**src/rtl/mac_acc_signed.sv**
```systemverilog
// mac_acc_signed
//   Signed saturating accumulator that sits behind the N x M signed multiplier.
//   It sums exactly LEN products per dot-product operation and then presents
//   the result on an output valid/ready handshake.
//
// Ports
//   clk        rising-edge clock
//   rst_n      asynchronous active-low reset
//   start      begin a new operation (honoured only while idle)
//   in_valid   prod is valid this cycle
//   in_ready   product is accepted this cycle (decoded from state)
//   prod       signed (N+M)-bit product
//   out_valid  acc_out/sat hold the finished result (decoded from state)
//   out_ready  downstream accepts the result
//   acc_out    signed accumulator value (always the accumulator register)
//   sat        sticky flag: some add in this operation clamped
//   busy       high while accumulating or holding a result
module mac_acc_signed #(
  parameter int unsigned N     = 4,
  parameter int unsigned M     = 5,
  parameter int unsigned ACC_W = 16,
  parameter int unsigned LEN   = 8
) (
  input  logic               clk,
  input  logic               rst_n,
  input  logic               start,
  input  logic               in_valid,
  output logic               in_ready,
  input  logic [N+M-1:0]     prod,
  output logic               out_valid,
  input  logic               out_ready,
  output logic [ACC_W-1:0]   acc_out,
  output logic               sat,
  output logic               busy
);

  localparam int unsigned PW = N + M;
  localparam int unsigned CW = $clog2(LEN + 1);
  localparam logic [CW-1:0] LAST = CW'(LEN - 1);

  localparam logic [ACC_W-1:0] ACC_MAX = {1'b0, {(ACC_W-1){1'b1}}};
  localparam logic [ACC_W-1:0] ACC_MIN = {1'b1, {(ACC_W-1){1'b0}}};

  if (ACC_W < PW) begin : g_bad_acc_w
    $error("mac_acc_signed: ACC_W must be >= N+M");
  end
  if (LEN < 1) begin : g_bad_len
    $error("mac_acc_signed: LEN must be >= 1");
  end

  typedef enum logic [1:0] {
    S_IDLE  = 2'd0,
    S_ACCUM = 2'd1,
    S_HOLD  = 2'd2
  } state_e;

  state_e            state_q, state_d;
  logic [ACC_W-1:0]  acc_q,   acc_d;
  logic [CW-1:0]     count_q, count_d;
  logic              sat_q,   sat_d;

  // One guard bit above the accumulator: the sum of two ACC_W-bit signed
  // values always fits, and disagreement of the top two bits flags overflow.
  logic [ACC_W:0]    sum;

  always_comb begin
    state_d = state_q;
    acc_d   = acc_q;
    count_d = count_q;
    sat_d   = sat_q;
    sum     = {acc_q[ACC_W-1], acc_q} + {{(ACC_W+1-PW){prod[PW-1]}}, prod};

    case (state_q)
      S_IDLE: begin
        if (start) begin
          acc_d   = '0;
          count_d = '0;
          sat_d   = 1'b0;
          state_d = S_ACCUM;
        end
      end
      S_ACCUM: begin
        if (in_valid) begin
          if (sum[ACC_W] != sum[ACC_W-1]) begin
            sat_d = 1'b1;
            acc_d = sum[ACC_W] ? ACC_MIN : ACC_MAX;
          end else begin
            acc_d = sum[ACC_W-1:0];
          end
          count_d = count_q + 1'b1;
          if (count_q == LAST) begin
            state_d = S_HOLD;
          end
        end
      end
      S_HOLD: begin
        if (out_ready) begin
          state_d = S_IDLE;
        end
      end
      default: state_d = S_IDLE;
    endcase
  end

  always_ff @(posedge clk or negedge rst_n) begin
    if (!rst_n) begin
      state_q <= S_IDLE;
      acc_q   <= '0;
      count_q <= '0;
      sat_q   <= 1'b0;
    end else begin
      state_q <= state_d;
      acc_q   <= acc_d;
      count_q <= count_d;
      sat_q   <= sat_d;
    end
  end

  always_comb begin
    in_ready  = (state_q == S_ACCUM);
    out_valid = (state_q == S_HOLD);
    busy      = (state_q == S_ACCUM) || (state_q == S_HOLD);
    acc_out   = acc_q;
    sat       = sat_q;
  end

endmodule
```
**config.mk**
```make
export PLATFORM = sky130hd
export DESIGN_NAME = mac_acc_signed
export DESIGN_NICKNAME = d
export VERILOG_FILES = /design/src/rtl/mac_acc_signed.sv
export SDC_FILE = /design/constraint.sdc
export NUM_CORES = 1
export LEC_CHECK = 0
export BUFFER_PORTS_ARGS = -buffer_cell sky130_fd_sc_hd__buf_2
export CAP_MARGIN = 10
export CORE_ASPECT_RATIO = 1.2
export CORE_UTILIZATION = 37
export CTS_CLUSTER_SIZE = 24
export DETAILED_ROUTE_END_ITERATION = 8
export PLACE_DENSITY = 0.68
export SETUP_SLACK_MARGIN = 0.02
export SYNTH_ARGS = -nofsm -noshare
export SYNTH_HDL_FRONTEND = slang
export SYNTH_SLANG_ARGS = --single-unit
export TNS_END_PERCENT = 1
```
**constraint.sdc**
```tcl
create_clock -name clk -period 3.5 [get_ports clk]
set_input_delay 0.7 -clock clk [delete_from_list [all_inputs] [get_ports clk]]
set_output_delay 0.7 -clock clk [all_outputs]
set_load 0.01 [all_outputs]
```
==> impl_metrics.prom, run 1 <==
# TYPE chip_impl_metric gauge
chip_impl_metric{name="synth_area_per_cell",unit="um^2"} 9.611
chip_impl_info{name="crit-reg2reg-launch",value="acc_out[0]$_DFFE_PN0P_"} 1
chip_impl_metric{name="routed_wl",unit="mm"} 4.229
chip_impl_info{name="critPathLaunch",value="prod[0]"} 1
chip_impl_metric{name="r2r.worst_path.cells",unit=""} 9
chip_impl_metric{name="maxCapViolCount",unit=""} 0
chip_impl_metric{name="insertedDiodeCount",unit=""} 0
chip_impl_metric{name="routedLengthMet1",unit="mm"} 1.888
chip_impl_metric{name="post_synth_inst_count",unit=""} 198
chip_impl_metric{name="post-route-util",unit="%"} 43.36
chip_impl_info{name="cpMaxStageDelayCell",value="a2111oi_0"} 1
chip_impl_metric{name="initial_core_util",unit="%"} 38.53
chip_impl_metric{name="pd_cells",unit="nW/um^2"} 752.3
chip_impl_metric{name="setup-violations-final",unit=""} 0
chip_impl_metric{name="route.detailed.wl_per_inst",unit="um"} 14.58
chip_impl_info{name="timing.setup.critical_path_class",value="in2reg"} 1
chip_impl_info{name="rsz0062_at_grt",value="no"} 1
chip_impl_metric{name="post_route_cells_drive_above_1_share",unit="%"} 24.78
chip_impl_metric{name="yosys.cell_types.count",unit=""} 46
chip_impl_metric{name="met2RoutedLength",unit="mm"} 2.142
chip_impl_metric{name="cts_made_buffers",unit=""} 3
chip_impl_metric{name="n_fill_cell",unit=""} 514
chip_impl_metric{name="chipHeight",unit="um"} 80.57
chip_impl_metric{name="initial_antenna_violation_count",unit=""} 0
chip_impl_metric{name="areaGrowthSynthToFinish",unit="%"} 12.56
chip_impl_metric{name="number_of_h_tree_levels",unit=""} 1
chip_impl_metric{name="critical_path_data_required_time",unit="ns"} 3.63
chip_impl_metric{name="detailed_place_hpwl",unit="mm"} 3.214
chip_impl_metric{name="postCtsSetupBuffers",unit=""} 0
chip_impl_metric{name="core_area",unit="um^2"} 4940
chip_impl_info{name="ctsRootBufferMaster",value="clkbuf_8"} 1
chip_impl_metric{name="drt_drc_violations_left",unit=""} 0
chip_impl_info{name="start_kind",value="input pin"} 1
chip_impl_metric{name="synth.ff_latch_count",unit=""} 23
chip_impl_metric{name="drt_pass1_iterations",unit=""} 4
chip_impl_metric{name="ios",unit=""} 34
chip_impl_info{name="ys_dominant_reg_cell",value="dfrtp_1"} 1
chip_impl_info{name="run_status",value="finished clean"} 1
chip_impl_metric{name="count_of_flip_flops_with_a_built_in_enable_after_synthesis",unit=""} 0
chip_impl_metric{name="clk_pin_slew",unit="ns"} 0.09
chip_impl_metric{name="vias",unit=""} 1603
chip_impl_info{name="clock_tree_from_tritoncts",value="done"} 1
chip_impl_metric{name="max_freq",unit="MHz"} 333.1
chip_impl_info{name="ys_top_cells_by_area",value="dfrtp_1 30%, ha_1 13%, a22oi_2 6.6%"} 1
chip_impl_metric{name="power.ir.vdd_worst",unit="uV"} 322.1
chip_impl_metric{name="synth_top_area_share",unit="%"} 30.24
chip_impl_metric{name="p_leak",unit="nW"} 1.106
chip_impl_info{name="synth_largest_area_cell",value="dfrtp_1"} 1
chip_impl_metric{name="cells_resized_by_post_cts_repair",unit=""} 0
chip_impl_metric{name="yosysWarningCount",unit=""} 0
chip_impl_metric{name="layout.nets",unit=""} 266
chip_impl_metric{name="fin_setup_tns",unit="ns"} 0
chip_impl_metric{name="slew_headroom",unit="%"} 23.82
chip_impl_metric{name="synth.yosys.seq_area_share",unit="%"} 30.24
chip_impl_metric{name="pin_count_of_the_biggest_net_entering_global_routing",unit=""} 24
chip_impl_info{name="post-synth-top-count-cell",value="nand2_1"} 1
chip_impl_info{name="yosys-top-cells-count",value="24 x nand2_1, 23 x dfrtp_1, 20 x ha_1"} 1
chip_impl_metric{name="clockBufferDepth",unit=""} 2
chip_impl_metric{name="cts_hold_buffers",unit=""} 0
chip_impl_metric{name="tightestPinTransition",unit="ns"} 1.142
chip_impl_metric{name="fp.dieArea",unit="um^2"} 5436
chip_impl_metric{name="finClkSkew",unit="ns"} 0.002515
chip_impl_info{name="worstSetupEndpointType",value="register"} 1
chip_impl_metric{name="place.port_buffers",unit=""} 33
chip_impl_metric{name="synth.cell_area",unit="um^2"} 1903
chip_impl_metric{name="detail-route-antenna-nets",unit=""} 0
chip_impl_metric{name="critical_path.max_fanout",unit=""} 3
chip_impl_info{name="crit_path_cells",value="buf_2, ha_1, fa_1, a211oi_1, o211a_1, nor2_1, a2111oi_0, o21ai_0, xnor2_1, o211ai_1"} 1
chip_impl_metric{name="grt_pass1_vias",unit=""} 1627
chip_impl_metric{name="drt_iter0_markers",unit=""} 62
chip_impl_metric{name="final.min_clock_period",unit="ns"} 3.002
chip_impl_info{name="cp-endpoint",value="acc_out[14]$_DFFE_PN0P_"} 1
chip_impl_metric{name="post-route-period-util",unit="%"} 85.77
chip_impl_metric{name="row_count",unit=""} 28
chip_impl_metric{name="grt_overflow_total",unit=""} 0
chip_impl_metric{name="cp.arrival",unit="ns"} 3.13
chip_impl_metric{name="regToRegSetupSlack",unit="ns"} 0.62
chip_impl_metric{name="routabilityCongestion",unit=""} 0.8342
chip_impl_info{name="reg2reg_to",value="acc_out[14]$_DFFE_PN0P_"} 1
chip_impl_metric{name="viasPerCell",unit=""} 5.528
chip_impl_info{name="min_path_type",value="in2async"} 1
chip_impl_metric{name="wl_met3",unit="um"} 133
chip_impl_metric{name="first_pass_grt_wire_length",unit="mm"} 7.196
chip_impl_metric{name="syn_nets",unit=""} 233
chip_impl_metric{name="synth_async_sr_flop_share",unit="%"} 100.0
chip_impl_metric{name="die_x",unit="um"} 67.47
chip_impl_info{name="top_layer_used",value="met4"} 1
chip_impl_metric{name="finalHoldViolCount",unit=""} 0
chip_impl_metric{name="cts_sinks",unit=""} 23
chip_impl_metric{name="worst_skew_pair.late_latency",unit="ns"} 0.27
chip_impl_metric{name="groute.usage.overall",unit="%"} 17.31
chip_impl_metric{name="timing_max_transition_violations_final",unit=""} 0
chip_impl_metric{name="critical_path.max_stage_delay",unit="ns"} 0.55
through the flow:
step | instances | worst slack (ns) | instance area [um^2] | power (W) | hold WS [ns]
floorplan | 198 | 0.7683 | 1903 | 0.001220 | 0.4044
global placement | 286 | 0.4219 | 2097 | 0.001423 | 0.4765
detailed placement | 286 | 0.3405 | 2097 | 0.001445 | 0.4933
CTS | 290 | 0.5208 | 2142 | 0.001629 | 0.4277
global route | 290 | 0.2628 | 2142 | 0.001770 | 0.4515
finish | 290 | 0.4981 | 2142 | 0.001611 | 0.4087
critical path: cells and delay by family:
kind,cells,cell delay (ns)
simple gates,1,0.09
buf+inv,1,0.10
xor+xnor,1,0.17
compound gates,5,1.41
fa+ha+maj,2,0.66
kinds of logic after synthesis:
kind of cell	after synthesis	synth area share (%)
xor gates and xnor gates	14	6.443
buffers and inverters	16	4.996
and+or+nand+nor	47	11.70
AOI/OAI and AO/OA	76	31.63
DFF	23	30.24
adders and majority gates	21	14.20
muxes	1	0.7887
sequential cells by signal, summed over array words and instances (netlist names):
| signal | flops |
|---|---|
| acc_out | 16 |
| count_q | 4 |
| state_q | 2 |
| sat | 1 |
worst min path at each step:
| stage | startpoint | endpoint | slack, ns | depth (start not counted) |
|---|---|---|---|---|
| floorplan | rst_n | acc_out[0]$_DFFE_PN0P_ | 0.40 | 0 |
| global placement | sat$_DFFE_PN0P_ | sat$_DFFE_PN0P_ | 0.48 | 1 |
| detailed placement | sat$_DFFE_PN0P_ | sat$_DFFE_PN0P_ | 0.49 | 1 |
| CTS | rst_n | count_q[2]$_DFFE_PN0P_ | 0.43 | 1 |
| global route | rst_n | count_q[2]$_DFFE_PN0P_ | 0.45 | 1 |
| finish | rst_n | count_q[2]$_DFFE_PN0P_ | 0.41 | 1 |
power by group:
| part | switching, W | internal (W) | total [W] |
|---|---|---|---|
| clock | 0.0000919 | 0.0000815 | 0.000173 |
| sequential | 0.0000693 | 0.000355 | 0.000424 |
| combinational | 0.000591 | 0.000423 | 0.00101 |
cell type report:
| type | instances | area (um^2) | area share (%) |
|---|---|---|---|
| multi-input cells | 159 | 1236 | 57.71 |
| flip-flops and latches | 23 | 575.6 | 26.87 |
| repair buffers | 34 | 172.7 | 8.061 |
| well taps | 60 | 75.07 | 3.505 |
| clock buffers | 4 | 45.04 | 2.103 |
| inverters | 10 | 37.54 | 1.752 |
metal layers:
layer / vias to the layer above / GRT usage [%]
met5: - / 0
met4: 0 / 6.383
met3: 6 / 2.415
met2: 35 / 29.60
met1: 758 / 21.43
li1: 804 / -
cells in the final DEF (no fill, tap or decap), types with 2 or more instances in the layout:
cell      instances
o211ai_1          6
a21o_1            7
nand3_1           5
nand4_1           2
buf_2            33
a22oi_2          10
nor2_1            7
ha_1             20
or3_1             2
xor2_1            3
nand2b_1          2
a31oi_1           3
o21ai_0          10
o21ai_1           2
a21o_2            3
a21oi_1          13
dfrtp_1          23
o211a_1           3
a211oi_1          2
inv_1            10
nand2_1          24
a22oi_1           3
xnor2_1          11
a211o_1           2
clkbuf_8          3
No activity file was read; power rests on OpenSTA's default activity.
==> run 2, diff against run 1 <==
Settings changed: CORE_MARGIN set to 2.
==> impl_metrics.prom, run 2 (same netlist as run 1, synthesis figures left out) <==
# TYPE chip_impl_metric gauge
chip_impl_info{name="commonest_non_fill_non_tap_cells_in_the_layout",value="33 x buf_2, 24 x nand2_1, 23 x dfrtp_1"} 1
chip_impl_metric{name="worstPathBufferInverterCount",unit=""} 2
chip_impl_metric{name="grt_overflow_total",unit=""} 0
chip_impl_info{name="clock_tree_from_tritoncts",value="done"} 1
chip_impl_metric{name="initial_antenna_violation_count",unit=""} 0
chip_impl_metric{name="routed_wl",unit="mm"} 4.143
chip_impl_metric{name="post-route-cell-area",unit="um^2"} 2146
chip_impl_metric{name="number_of_h_tree_levels",unit=""} 1
chip_impl_metric{name="fp.dieArea",unit="um^2"} 5736
chip_impl_metric{name="slew_headroom",unit="%"} 23.75
chip_impl_metric{name="tightestPinTransition",unit="ns"} 1.143
chip_impl_metric{name="comb_power_share",unit="%"} 62.8
chip_impl_metric{name="p_leak",unit="nW"} 1.105
chip_impl_metric{name="place_ws",unit="ns"} 0.3470
chip_impl_metric{name="netSwitchingPower",unit="W"} 0.0007517
chip_impl_metric{name="critical_path.max_stage_delay",unit="ns"} 0.43
chip_impl_metric{name="finalHoldViolCount",unit=""} 0
chip_impl_metric{name="core_area",unit="um^2"} 4940
chip_impl_metric{name="cts_made_buffers",unit=""} 3
chip_impl_metric{name="sequentialPowerShare",unit="%"} 26.4
chip_impl_info{name="reg2reg_to",value="acc_out[5]$_DFFE_PN0P_"} 1
chip_impl_metric{name="internal-power",unit="W"} 0.0008586
chip_impl_info{name="worstSetupEndpointType",value="register"} 1
chip_impl_metric{name="critical_path_data_required_time",unit="ns"} 3.66
chip_impl_metric{name="vias",unit=""} 1597
chip_impl_metric{name="post_route_cells_drive_above_1_share",unit="%"} 25.22
chip_impl_metric{name="grt.met2_usage",unit="%"} 30.00
chip_impl_metric{name="chipHeight",unit="um"} 82.57
chip_impl_info{name="grt_most_used_layer",value="met2"} 1
chip_impl_info{name="mostFrequentLayoutCell",value="buf_2"} 1
chip_impl_info{name="cpMaxStageDelayCell",value="fa_1"} 1
chip_impl_info{name="critPathTopFamily",value="compound AO/OA/AOI/OAI gates"} 1
chip_impl_metric{name="globalRouteMet3Util",unit="%"} 1.578
chip_impl_info{name="crit_path_cells",value="buf_2, ha_1, fa_1, a211oi_1, o211a_1, o31a_1, o21ai_1, o21ai_1, or2_1, buf_4, nand2_1"} 1
chip_impl_metric{name="fin_hold_ws",unit="ns"} 0.3985
chip_impl_metric{name="largest_register_ff_count",unit=""} 16
chip_impl_info{name="ctsRootBufferMaster",value="clkbuf_8"} 1
chip_impl_metric{name="ios",unit=""} 34
chip_impl_info{name="timing.setup.critical_path_class",value="in2reg"} 1
chip_impl_info{name="start_kind",value="input pin"} 1
chip_impl_metric{name="worst_skew_pair.late_latency",unit="ns"} 0.27
chip_impl_metric{name="power.switching_fraction",unit="%"} 46.68
chip_impl_metric{name="power.total",unit="W"} 0.001610
chip_impl_metric{name="timing_max_transition_violations_final",unit=""} 0
chip_impl_metric{name="pd_cells",unit="nW/um^2"} 750.4
chip_impl_metric{name="n_fill_cell",unit=""} 503
chip_impl_metric{name="layout.nets",unit=""} 266
chip_impl_metric{name="first_pass_grt_wire_length",unit="mm"} 7.396
chip_impl_metric{name="cts_hold_buffers",unit=""} 0
chip_impl_metric{name="max_freq",unit="MHz"} 350.3
chip_impl_info{name="min_path_type",value="in2async"} 1
chip_impl_info{name="cp_common_cell",value="o21ai_1"} 1
chip_impl_metric{name="power.ir.vdd_worst",unit="uV"} 249.5
chip_impl_metric{name="areaGrowthSynthToFinish",unit="%"} 12.75
chip_impl_metric{name="r2r.worst_path.cells",unit=""} 10
chip_impl_metric{name="post-route-period-util",unit="%"} 81.57
chip_impl_metric{name="cts_sinks",unit=""} 23
chip_impl_metric{name="grt_pass1_vias",unit=""} 1633
chip_impl_metric{name="detailed_place.area",unit="um^2"} 2097
chip_impl_metric{name="finClkSkew",unit="ns"} 0.002566
chip_impl_metric{name="postCtsSetupBuffers",unit=""} 0
chip_impl_metric{name="pwr-share-clk",unit="%"} 10.8
chip_impl_metric{name="drt_pass1_iterations",unit=""} 4
chip_impl_metric{name="initial_core_util",unit="%"} 38.53
chip_impl_info{name="run_status",value="finished clean"} 1
chip_impl_metric{name="viasPerCell",unit=""} 5.507
chip_impl_metric{name="insertedDiodeCount",unit=""} 0
chip_impl_metric{name="cells_resized_by_post_cts_repair",unit=""} 0
chip_impl_metric{name="row_count",unit=""} 28
chip_impl_metric{name="groute.usage.overall",unit="%"} 15.62
chip_impl_metric{name="drt_iter0_markers",unit=""} 34
chip_impl_metric{name="detail-route-antenna-nets",unit=""} 0
chip_impl_metric{name="critical_path.max_fanout",unit=""} 8
chip_impl_metric{name="maxCapViolCount",unit=""} 0
chip_impl_metric{name="drt_drc_violations_left",unit=""} 0
chip_impl_info{name="rsz0062_at_grt",value="no"} 1
chip_impl_metric{name="setup_ws",unit="ns"} 0.6449
chip_impl_metric{name="cp.arrival",unit="ns"} 3.02
chip_impl_metric{name="place.port_buffers",unit=""} 33
chip_impl_info{name="crit-reg2reg-launch",value="acc_out[0]$_DFFE_PN0P_"} 1
chip_impl_metric{name="clockBufferDepth",unit=""} 2
chip_impl_metric{name="final.min_clock_period",unit="ns"} 2.855
chip_impl_metric{name="groute.layer.met1.usage",unit="%"} 18.73
chip_impl_metric{name="setup-violations-final",unit=""} 0
chip_impl_metric{name="fin_setup_tns",unit="ns"} 0
chip_impl_metric{name="route.detailed.wl_per_inst",unit="um"} 14.29
chip_impl_metric{name="detailed_place_hpwl",unit="mm"} 3.129
chip_impl_metric{name="die_x",unit="um"} 69.47
chip_impl_metric{name="regToRegSetupSlack",unit="ns"} 0.77
chip_impl_metric{name="clk_pin_slew",unit="ns"} 0.09
chip_impl_metric{name="routabilityCongestion",unit=""} 0.8339
chip_impl_metric{name="pin_count_of_the_biggest_net_entering_global_routing",unit=""} 24
==> run 2: changes by cell type in the layout (fill, tap and decap cells not counted), sizes merged <==
cell      previous run  this run
clkinvlp             0         1
clkbuf               4         3
==> run 2: how the worst max path moves through the flow <==
stage,start,end,slack (ns),depth (start not counted)
after floorplan,prod[0],acc_out[14]$_DFFE_PN0P_,0.77,9
after global placement,prod[0],acc_out[1]$_DFFE_PN0P_,0.43,11
after detailed placement,prod[0],acc_out[5]$_DFFE_PN0P_,0.35,11
after CTS,prod[0],acc_out[5]$_DFFE_PN0P_,0.62,11
after global routing,prod[0],acc_out[14]$_DFFE_PN0P_,0.40,10
final,prod[0],acc_out[5]$_DFFE_PN0P_,0.64,11
==> run 2: worst reg2reg max path: stages, from the launching register on <==
cell and delay, ns:
dfrtp_1 0.41, ha_1 0.23, fa_1 0.43, a211oi_1 0.29, o211a_1 0.24, o31a_1 0.18, o21ai_1 0.09, o21ai_1 0.11
or2_1 0.34, buf_4 0.23, nand2_1 0.06
==> run 2: cell type report <==
| type | count | area, um^2 | share of cell area (%) |
|---|---|---|---|
| Tap cell | 60 | 75.07 | 3.499 |
| Inverter | 10 | 37.54 | 1.749 |
| Multi-Input combinational cell | 159 | 1236 | 57.61 |
| Timing Repair Buffer | 34 | 172.7 | 8.047 |
| Sequential cell | 23 | 575.6 | 26.82 |
| Clock inverter | 1 | 7.507 | 0.3499 |
| Clock buffer | 3 | 41.29 | 1.924 |
==> run 2: power groups by stage <==
stage	logic [W]	registers (W)	clock network, W
floorplan	0.000770	0.000450	0
global placement	0.000997	0.000428	0
detailed placement	0.00101	0.000432	0
CTS	0.00102	0.000426	0.000179
global route	0.00114	0.000440	0.000189
finish	0.00101	0.000425	0.000174
==> run 2: through the flow <==
| stage | utilization (%) | instances |
|---|---|---|
| 6_report | 43.44 | 290 |
| 2_1_floorplan | - | 198 |
| 3_3_place_gp | 42.45 | 286 |
| 5_1_grt | 43.44 | 290 |
| 4_1_cts | 43.44 | 290 |
| 3_5_place_dp | 42.45 | 286 |
==> run 2: metal layers <==
metal | up-vias | part of all wire [%]
met5 | - | 0
met4 | 0 | 1.1
met3 | 5 | 3.5
met2 | 26 | 49
met1 | 762 | 46
li1 | 804 | -
